--- config.mk ---
export PLATFORM = sky130hd
export DESIGN_NAME = store_merge_unit_flat
export DESIGN_NICKNAME = d
export VERILOG_FILES = /design/src/rtl/store_merge_unit_if.sv /design/src/rtl/store_merge_unit.sv /design/src/flat_wrapper.sv
export SDC_FILE = /design/constraint.sdc
export NUM_CORES = 1
export LEC_CHECK = 0
export CAP_MARGIN = 20
export CORE_MARGIN = 5
export CORE_UTILIZATION = 35
export DETAILED_ROUTE_END_ITERATION = 8
export HOLD_SLACK_MARGIN = 0.06
export PLACE_DENSITY = 0.66
export SETUP_SLACK_MARGIN = 0.1
export SLEW_MARGIN = 30
export SYNTH_ARGS = -nofsm -noshare
export SYNTH_HDL_FRONTEND = slang
export SYNTH_SLANG_ARGS = --single-unit
--- constraint.sdc ---
create_clock -name i_clk -period 3.1 [get_ports i_clk]
set_clock_uncertainty 0.15 [all_clocks]
set_input_delay 0.465 -clock i_clk [delete_from_list [all_inputs] [get_ports i_clk]]
set_output_delay 0.465 -clock i_clk [all_outputs]
set_load 0.005 [all_outputs]
--- src/rtl/store_merge_unit_if.sv ---
// Store request / data-memory bus bundle for store_merge_unit.
// The slave side is the merge unit; the master side is MEM stage plus memory.
interface store_merge_unit_if #(
  parameter int NBITS    = 32,
  parameter int ADDRBITS = 10,
  parameter int TNBITS   = 2
);
  logic                  i_valid;
  logic [ADDRBITS+1:0]   i_addr;
  logic [NBITS-1:0]      i_dato;
  logic [TNBITS-1:0]     i_tamano;
  logic                  o_ready;
  logic                  o_stall;
  logic [ADDRBITS-1:0]   o_mem_addr;
  logic                  o_mem_re;
  logic                  o_mem_we;
  logic [NBITS-1:0]      o_mem_wdata;
  logic [NBITS-1:0]      i_mem_rdata;
  logic                  o_done;
  logic                  o_error;

  modport master (
    output i_valid, i_addr, i_dato, i_tamano, i_mem_rdata,
    input  o_ready, o_stall, o_mem_addr, o_mem_re, o_mem_we,
           o_mem_wdata, o_done, o_error
  );

  modport slave (
    input  i_valid, i_addr, i_dato, i_tamano, i_mem_rdata,
    output o_ready, o_stall, o_mem_addr, o_mem_re, o_mem_we,
           o_mem_wdata, o_done, o_error
  );
endinterface

--- src/rtl/store_merge_unit.sv ---
// Data-memory store path: word stores write directly, byte/halfword stores
// read-modify-write the target word, misaligned or illegal requests are dropped.
module store_merge_unit #(
  parameter int NBITS    = 32,
  parameter int ADDRBITS = 10,
  parameter int TNBITS   = 2
) (
  input logic               i_clk,
  input logic               i_reset,
  store_merge_unit_if.slave bus
);

  localparam logic [2:0] ST_IDLE  = 3'd0;
  localparam logic [2:0] ST_READ  = 3'd1;
  localparam logic [2:0] ST_MERGE = 3'd2;
  localparam logic [2:0] ST_WRITE = 3'd3;
  localparam logic [2:0] ST_ERR   = 3'd4;

  localparam logic [TNBITS-1:0] SZ_WORD = TNBITS'(0);
  localparam logic [TNBITS-1:0] SZ_BYTE = TNBITS'(1);
  localparam logic [TNBITS-1:0] SZ_HALF = TNBITS'(2);

  logic [2:0]          state_q, state_d;
  logic [ADDRBITS-1:0] addr_q, addr_d;
  logic [1:0]          lane_q, lane_d;
  logic [NBITS-1:0]    data_q, data_d;
  logic [TNBITS-1:0]   size_q, size_d;

  logic                accept;
  logic [1:0]          req_lane;
  logic [NBITS-1:0]    merged;

  assign accept   = bus.i_valid && (state_q == ST_IDLE);
  assign req_lane = bus.i_addr[1:0];

  always_comb begin
    state_d = state_q;
    addr_d  = addr_q;
    lane_d  = lane_q;
    data_d  = data_q;
    size_d  = size_q;
    case (state_q)
      ST_IDLE: begin
        if (accept) begin
          addr_d = bus.i_addr[ADDRBITS+1:2];
          lane_d = req_lane;
          data_d = bus.i_dato;
          size_d = bus.i_tamano;
          if (bus.i_tamano == SZ_WORD && req_lane == 2'b00) begin
            state_d = ST_WRITE;
          end else if (bus.i_tamano == SZ_BYTE) begin
            state_d = ST_READ;
          end else if (bus.i_tamano == SZ_HALF && !req_lane[0]) begin
            state_d = ST_READ;
          end else begin
            state_d = ST_ERR;
          end
        end
      end
      ST_READ:  state_d = ST_MERGE;
      ST_MERGE: state_d = ST_IDLE;
      ST_WRITE: state_d = ST_IDLE;
      ST_ERR:   state_d = ST_IDLE;
      default:  state_d = ST_IDLE;
    endcase
  end

  // Lanes are little-endian; a halfword uses only lane[1] to pick its half.
  always_comb begin
    merged = bus.i_mem_rdata;
    if (size_q == SZ_HALF) begin
      merged[{lane_q[1], 4'b0000} +: 16] = data_q[15:0];
    end else begin
      merged[{lane_q, 3'b000} +: 8] = data_q[7:0];
    end
  end

  always_comb begin
    bus.o_ready     = (state_q == ST_IDLE);
    bus.o_stall     = (state_q != ST_IDLE) || accept;
    bus.o_mem_addr  = (state_q == ST_IDLE) ? '0 : addr_q;
    bus.o_mem_re    = (state_q == ST_READ);
    bus.o_mem_we    = (state_q == ST_MERGE) || (state_q == ST_WRITE);
    bus.o_done      = (state_q == ST_MERGE) || (state_q == ST_WRITE);
    bus.o_error     = (state_q == ST_ERR);
    bus.o_mem_wdata = '0;
    if (state_q == ST_MERGE) begin
      bus.o_mem_wdata = merged;
    end else if (state_q == ST_WRITE) begin
      bus.o_mem_wdata = data_q;
    end
  end

  // Strobes are decoded from state, so an async reset kills them at once.
  always_ff @(posedge i_clk or negedge i_reset) begin
    if (!i_reset) begin
      state_q <= ST_IDLE;
      addr_q  <= '0;
      lane_q  <= '0;
      data_q  <= '0;
      size_q  <= '0;
    end else begin
      state_q <= state_d;
      addr_q  <= addr_d;
      lane_q  <= lane_d;
      data_q  <= data_d;
      size_q  <= size_d;
    end
  end

endmodule
--- src/flat_wrapper.sv ---
// flat-port wrapper written by rule: the top's interface ports become plain ports
module store_merge_unit_flat 
#(
  parameter int NBITS    = 32,
  parameter int ADDRBITS = 10,
  parameter int TNBITS   = 2
)
  (i_clk, i_reset, bus_i_valid, bus_i_addr, bus_i_dato, bus_i_tamano, bus_i_mem_rdata, bus_o_ready, bus_o_stall, bus_o_mem_addr, bus_o_mem_re, bus_o_mem_we, bus_o_mem_wdata, bus_o_done, bus_o_error);
  store_merge_unit_if #(.NBITS(NBITS), .ADDRBITS(ADDRBITS), .TNBITS(TNBITS)) bus_i ();
  input logic i_clk;
  input logic i_reset;
  input wire logic [$bits(bus_i.i_valid)-1:0] bus_i_valid;
  input wire logic [$bits(bus_i.i_addr)-1:0] bus_i_addr;
  input wire logic [$bits(bus_i.i_dato)-1:0] bus_i_dato;
  input wire logic [$bits(bus_i.i_tamano)-1:0] bus_i_tamano;
  input wire logic [$bits(bus_i.i_mem_rdata)-1:0] bus_i_mem_rdata;
  output wire logic [$bits(bus_i.o_ready)-1:0] bus_o_ready;
  output wire logic [$bits(bus_i.o_stall)-1:0] bus_o_stall;
  output wire logic [$bits(bus_i.o_mem_addr)-1:0] bus_o_mem_addr;
  output wire logic [$bits(bus_i.o_mem_re)-1:0] bus_o_mem_re;
  output wire logic [$bits(bus_i.o_mem_we)-1:0] bus_o_mem_we;
  output wire logic [$bits(bus_i.o_mem_wdata)-1:0] bus_o_mem_wdata;
  output wire logic [$bits(bus_i.o_done)-1:0] bus_o_done;
  output wire logic [$bits(bus_i.o_error)-1:0] bus_o_error;
  assign bus_i.i_valid = bus_i_valid;
  assign bus_i.i_addr = bus_i_addr;
  assign bus_i.i_dato = bus_i_dato;
  assign bus_i.i_tamano = bus_i_tamano;
  assign bus_i.i_mem_rdata = bus_i_mem_rdata;
  assign bus_o_ready = bus_i.o_ready;
  assign bus_o_stall = bus_i.o_stall;
  assign bus_o_mem_addr = bus_i.o_mem_addr;
  assign bus_o_mem_re = bus_i.o_mem_re;
  assign bus_o_mem_we = bus_i.o_mem_we;
  assign bus_o_mem_wdata = bus_i.o_mem_wdata;
  assign bus_o_done = bus_i.o_done;
  assign bus_o_error = bus_i.o_error;
  store_merge_unit #(.NBITS(NBITS), .ADDRBITS(ADDRBITS), .TNBITS(TNBITS)) u_core (.i_clk(i_clk), .i_reset(i_reset), .bus(bus_i));
endmodule
======== After elaboration in Yosys (flattened, before gate mapping) ========
Index checks and enable logic that the tools add are counted.
word-level totals
  register bits ........................... 49
  bits in latches ......................... 0
  bits in writable memories ............... 0
  bits in read-only memories .............. 0
  output and inout bits ................... 48
  memories kept ........................... 0
operators by class
  add/sub/neg operators ................... 2
  $mul .................................... 0
  divide/modulo/power cells ............... 0
  order comparisons ....................... 0
  equal/unequal tests ..................... 8
  shift operators ......................... 4
  muxes and demuxes ....................... 11
  bitwise operators ....................... 0
  reduce and logical (&&, ||, !) cells .... 11
operators by type and width
  operator                 number
  $mux 32                  3
  $bwmux 32                2
  $shift 16x7->32 const A  1
  $shift 8x7->32 const A   1
  $shiftx 16x7->32         1
  $shiftx 8x7->32          1
  $neg 5->7                2
  $mux 3                   4
  $mux 10                  1
  $eq 3x2->1 const B       2
  $pmux 3 s2               1
  $eq 2x2->1 const B       2
  $logic_not 2->1          2
  $eq 3x1->1 const B       1
  $eq 3x3->1 const B       1
  $logic_and 1x1->1        3
  $logic_not 3->1          1
  $reduce_bool 3->1        1
  $eq 2x1->1 const B       1
  $logic_or 1x1->1         2
  $ne 2x1->1 const B       1
  $reduce_and 2->1         1
  $logic_not 1->1          1

======== Logic depth before layout (Yosys ltp) ========
  depth in word-level cells ............... 7
  depth in mapped cells ................... 8
  mapped depth without buffers ............ 5

======== Worst setup path after synthesis ========
No wires, ideal clock.
  path type ............................... reg-to-output
  from .................................... reg u_core.lane_q[1]
  to ...................................... out bus_o_mem_wdata[16]
  arrival ................................. 2.097 ns
  required time ........................... 2.485 ns
  slack ................................... 0.388 ns
  stages on the path, launching flop included .. 8
  path through ............................ dfrtp_1 > clkbuf_1 > clkbuf_1 > inv_1 > ha_1 > or3b_2 > o221ai_1 > a32o_1
on the way
  cells in the longest elaborated chain, start to end .. 5
  elaborated cells between the ends (all ways) .. 10
RTL lines
  item                                            line                                            RTL
  start: declaration                              store_merge_unit.sv:25                          logic [1:0] lane_q, lane_d;
  start signal: assignment                        store_merge_unit.sv:105                         lane_q <= lane_d;
  $neg 5->7 (on tied branches)                    store_merge_unit.sv:72, store_merge_unit.sv:74
  $shiftx 16x7->32, or another cell as far along  store_merge_unit.sv:72                          merged[{lane_q[1], 4'b0000} +: 16] = data_q[15:0];
  $bwmux 32 (on tied branches)                    store_merge_unit.sv:72, store_merge_unit.sv:74
  $mux 32 (*)                                     store_merge_unit.sv:71                          if (size_q == SZ_HALF) begin
  $mux 32 (*)                                     store_merge_unit.sv:87                          if (state_q == ST_MERGE) begin
  end: declaration                                flat_wrapper.sv:22                              output wire logic [$bits(bus_i.o_mem_wdata)-1:0] bus_o_mem_wdata;
Every way passes the cells marked *; elsewhere a longest branch is shown, timed or not.

======== Worst setup path in the final report ========
  from .................................... reg u_core.lane_q[1]
  to ...................................... out bus_o_mem_wdata[18]
The elaborated chain is that of the path after synthesis.

==> run metrics <==
Net Count, Synth between 300 and 400; layout cells sized above 1 26.3%; Die Wd 109 µm; initial antenna violation count 0; Critical Path Slowest Stage Cell clkdlybuf4s50_1; Avg Cell Area, Syn 11.2 µm²; fmax 0.338 GHz; gpl congestion around 0.86; FF-to-FF End u_core.data_q[31]$_DFFE_PN0P_; Critical Path Start u_core.lane_q[1]$_DFFE_PN0P_; critical path required time 2480 ps; clock sink count 49; gr ovfl total 0; Root Buffer clkbuf_8; FF+latch count, synth 49; total chip power approximately 2.7 mW; number of distinct library cells after synthesis 36; worst hold path class reg2reg; R2R Setup Slk just over 700 ps; Buf/Inv on CP 2; Cell Area, Synth 3400 µm²; Initial Utilization 35.2%; status complete, no violations; cell depth of the worst flop-to-flop path 4; total CTS buffers 5; MaxCap Viol Count 0; PD cells about 520 nW/µm²; clk_lat worst skew slightly above 300 ps; DR pass1 iterations 4; post-synthesis sequential area ratio between 30 and 40%; Rows 36; pin count of the biggest net entering global routing 29; Post-DRT Antenna Nets 0; Worst EP arrival around 2400 ps; diode count 0; vias in the first global route around 3300; wire per inst 19.2 µm; Post-Route Setup TNS 0 ps; Largest stage delay, worst path approximately 500 ps; max-slew violations 0; LEAKAGE 2.12 nW; r2r startpoint u_core.state_q[0]$_DFFE_PN0P_; critical path cell sequence inv_2 -> ha_4 -> or3b_4 -> o221ai_2 -> a32o_1 -> clkdlybuf4s50_1; Slew @ Worst Pin 682 ps; yosys warns 0; initial detailed-routing violation count around 110; crit-path max FO 10; CP endpoint kind output pin; worst vdd ir 0.000225 V; HPWL Detailed 8.23 mm; Post-Route WL 10.9 mm; worst setup path class reg2out; CORE AREA 9640 µm²; RSZ-0062 raised after global routing yes; Clock transition at path regs 90 ps; CP Capture Point bus_o_mem_wdata[18]; H-tree Lvls 2; total number of cells along the worst setup path 6; Final Net Count about 520; endpoints failing setup 0; Placed Instance Area 4760 µm²; first-pass GRT wire length between 15 and 20 mm; Die H 109 µm; Top-Level Pins 129; Port Buf Inserts 128; Area Growth Syn to Fin 50.1%; Cells after Synth 304; gr usage total 18.5%; filler cell count approximately 900; CTS tree built; startpoint types flop; Period minus WS final 2960 ps; Worst slew margin a little over half; Clock Path Buffers 2; vias per cell 5.42; Final Core Density a little over half; fin crit share 95.5%; cell family with most CP delay buffers and inverters; final hold vios 0; Post-Layout Inst Area 5100 µm²; DRC 0; total number of vias around 3100; Die Area 11800 µm²
==> report_power, final <==
| part | internal [mW] | switching, mW |
|---|---|---|
| Combinational | 0.705 | 0.542 |
| Sequential | 0.791 | 0.148 |
| Clock | 0.263 | 0.221 |
| Total | 1.76 | 0.910 |
==> synth_stat cells <==
library cell	instances	area [µm²]
nor3b_1	4	30.0
nor3_4	1	16.3
inv_2	1	3.75
o211ai_1	16	120
a32o_1	32	320
buf_12	4	80.1
a21oi_1	2	10.0
nor4_1	1	6.26
nor2_1	2	7.51
mux2_2	7	78.8
and2_1	1	6.26
o21ai_0	2	10.0
o221ai_1	24	210
mux2_4	37	556
mux2i_1	8	80.1
o31ai_1	1	7.51
clkbuf_1	11	41.3
a2111oi_4	1	27.5
nand3_1	3	15.0
and2_4	1	8.76
inv_1	27	101
and2b_1	5	37.5
ha_1	5	62.6
nand2b_2	1	8.76
buf_1	1	3.75
a311o_1	1	10.0
buf_4	2	15.0
nand2_1	26	97.6
buf_2	7	35.0
nand2b_1	2	12.5
dfrtp_1	49	1230
and2_0	1	6.26
buf_8	1	15.0
nand3b_1	2	15.0
nor2b_1	7	43.8
or3b_2	8	70.1
==> area by class of cell <==
| class | count | area, µm² | share of cell area (%) |
|---|---|---|---|
| well taps | 133 | 166 | 3.26 |
| repair buffers | 148 | 1450 | 28.5 |
| inverters | 28 | 105 | 2.06 |
| clock inverters | 1 | 30.0 | 0.589 |
| multi-input cells | 201 | 2030 | 39.9 |
| flip-flops and latches | 49 | 1230 | 24.0 |
| clock buffers | 7 | 86.3 | 1.69 |
==> cell usage in the layout (no fill, tap or decap), drive strengths merged, types with 3 or more instances in the layout <==
master / Yosys / routed
clkdlybuf4s50: 0 / 126
dfrtp: 49 / 49
mux2: 44 / 44
a32o: 32 / 32
inv: 28 / 28
nand2: 26 / 26
o221ai: 24 / 24
buf: 15 / 20
o211ai: 16 / 16
or3b: 8 / 8
mux2i: 8 / 8
nor2b: 7 / 7
clkbuf: 11 / 7
and2b: 5 / 5
ha: 5 / 5
nor3b: 4 / 4
nand3: 3 / 3
nand2b: 3 / 3
and2: 3 / 3
==> metrics by stage <==
stage	instances	setup slack [ps]	hold WS, ps
3_3_place_gp	552	264	332
6_report	567	140	361
4_1_cts	565	9.42	363
2_1_floorplan	304	388	19.4
5_1_grt	567	55.2	381
3_5_place_dp	552	208	339
==> state kept, by name (all words and copies together) (netlist names) <==
| signal | cells |
|---|---|
| u_core.addr_q | 10 |
| u_core.size_q | 2 |
| u_core.state_q | 3 |
| u_core.lane_q | 2 |
| u_core.data_q | 32 |
==> cell families after synthesis <==
logic type	after synthesis	share of synthesized area, %
flip-flops	49	36.1
adder cells (fa/ha/maj)	5	1.84
AO/OA/AOI/OAI	79	21.1
buffers and inverters	54	8.70
multiplexers	52	21.0
AND/OR/NAND/NOR	65	11.2
==> how the worst min path moves through the flow <==
| stage | endpoint | startpoint | cells after the start |
|---|---|---|---|
| floorplan | u_core.addr_q[0]$_DFFE_PN0P_ | i_reset | 0 |
| global placement | u_core.addr_q[0]$_DFFE_PN0P_ | u_core.addr_q[0]$_DFFE_PN0P_ | 1 |
| detailed placement | u_core.addr_q[7]$_DFFE_PN0P_ | u_core.addr_q[7]$_DFFE_PN0P_ | 1 |
| CTS | u_core.addr_q[6]$_DFFE_PN0P_ | u_core.addr_q[6]$_DFFE_PN0P_ | 1 |
| global route | u_core.addr_q[5]$_DFFE_PN0P_ | u_core.addr_q[5]$_DFFE_PN0P_ | 1 |
| finish | u_core.addr_q[7]$_DFFE_PN0P_ | u_core.addr_q[7]$_DFFE_PN0P_ | 1 |
==> per-layer routing <==
metal | GRT usage [%] | wire length (µm) | up-vias
li1 | - | - | 1408
met2 | 30.6 | 5400 | 116
met1 | 23.1 | 4500 | 1526
met5 | 0 | 0 | -
met4 | 7.21 | 261 | 0
met3 | 4.84 | 751 | 22
==> what timing repair did <==
item | in CTS | in global routing
resized for setup | 17 | 26
hold endpoints to repair | 27 | 0
buffers inserted | 4 | 2
setup endpoints to repair | 32 | 32
hold buffers | 1 | 0
pin swaps | 1 | 3
(Power assumes the default switching activity.)
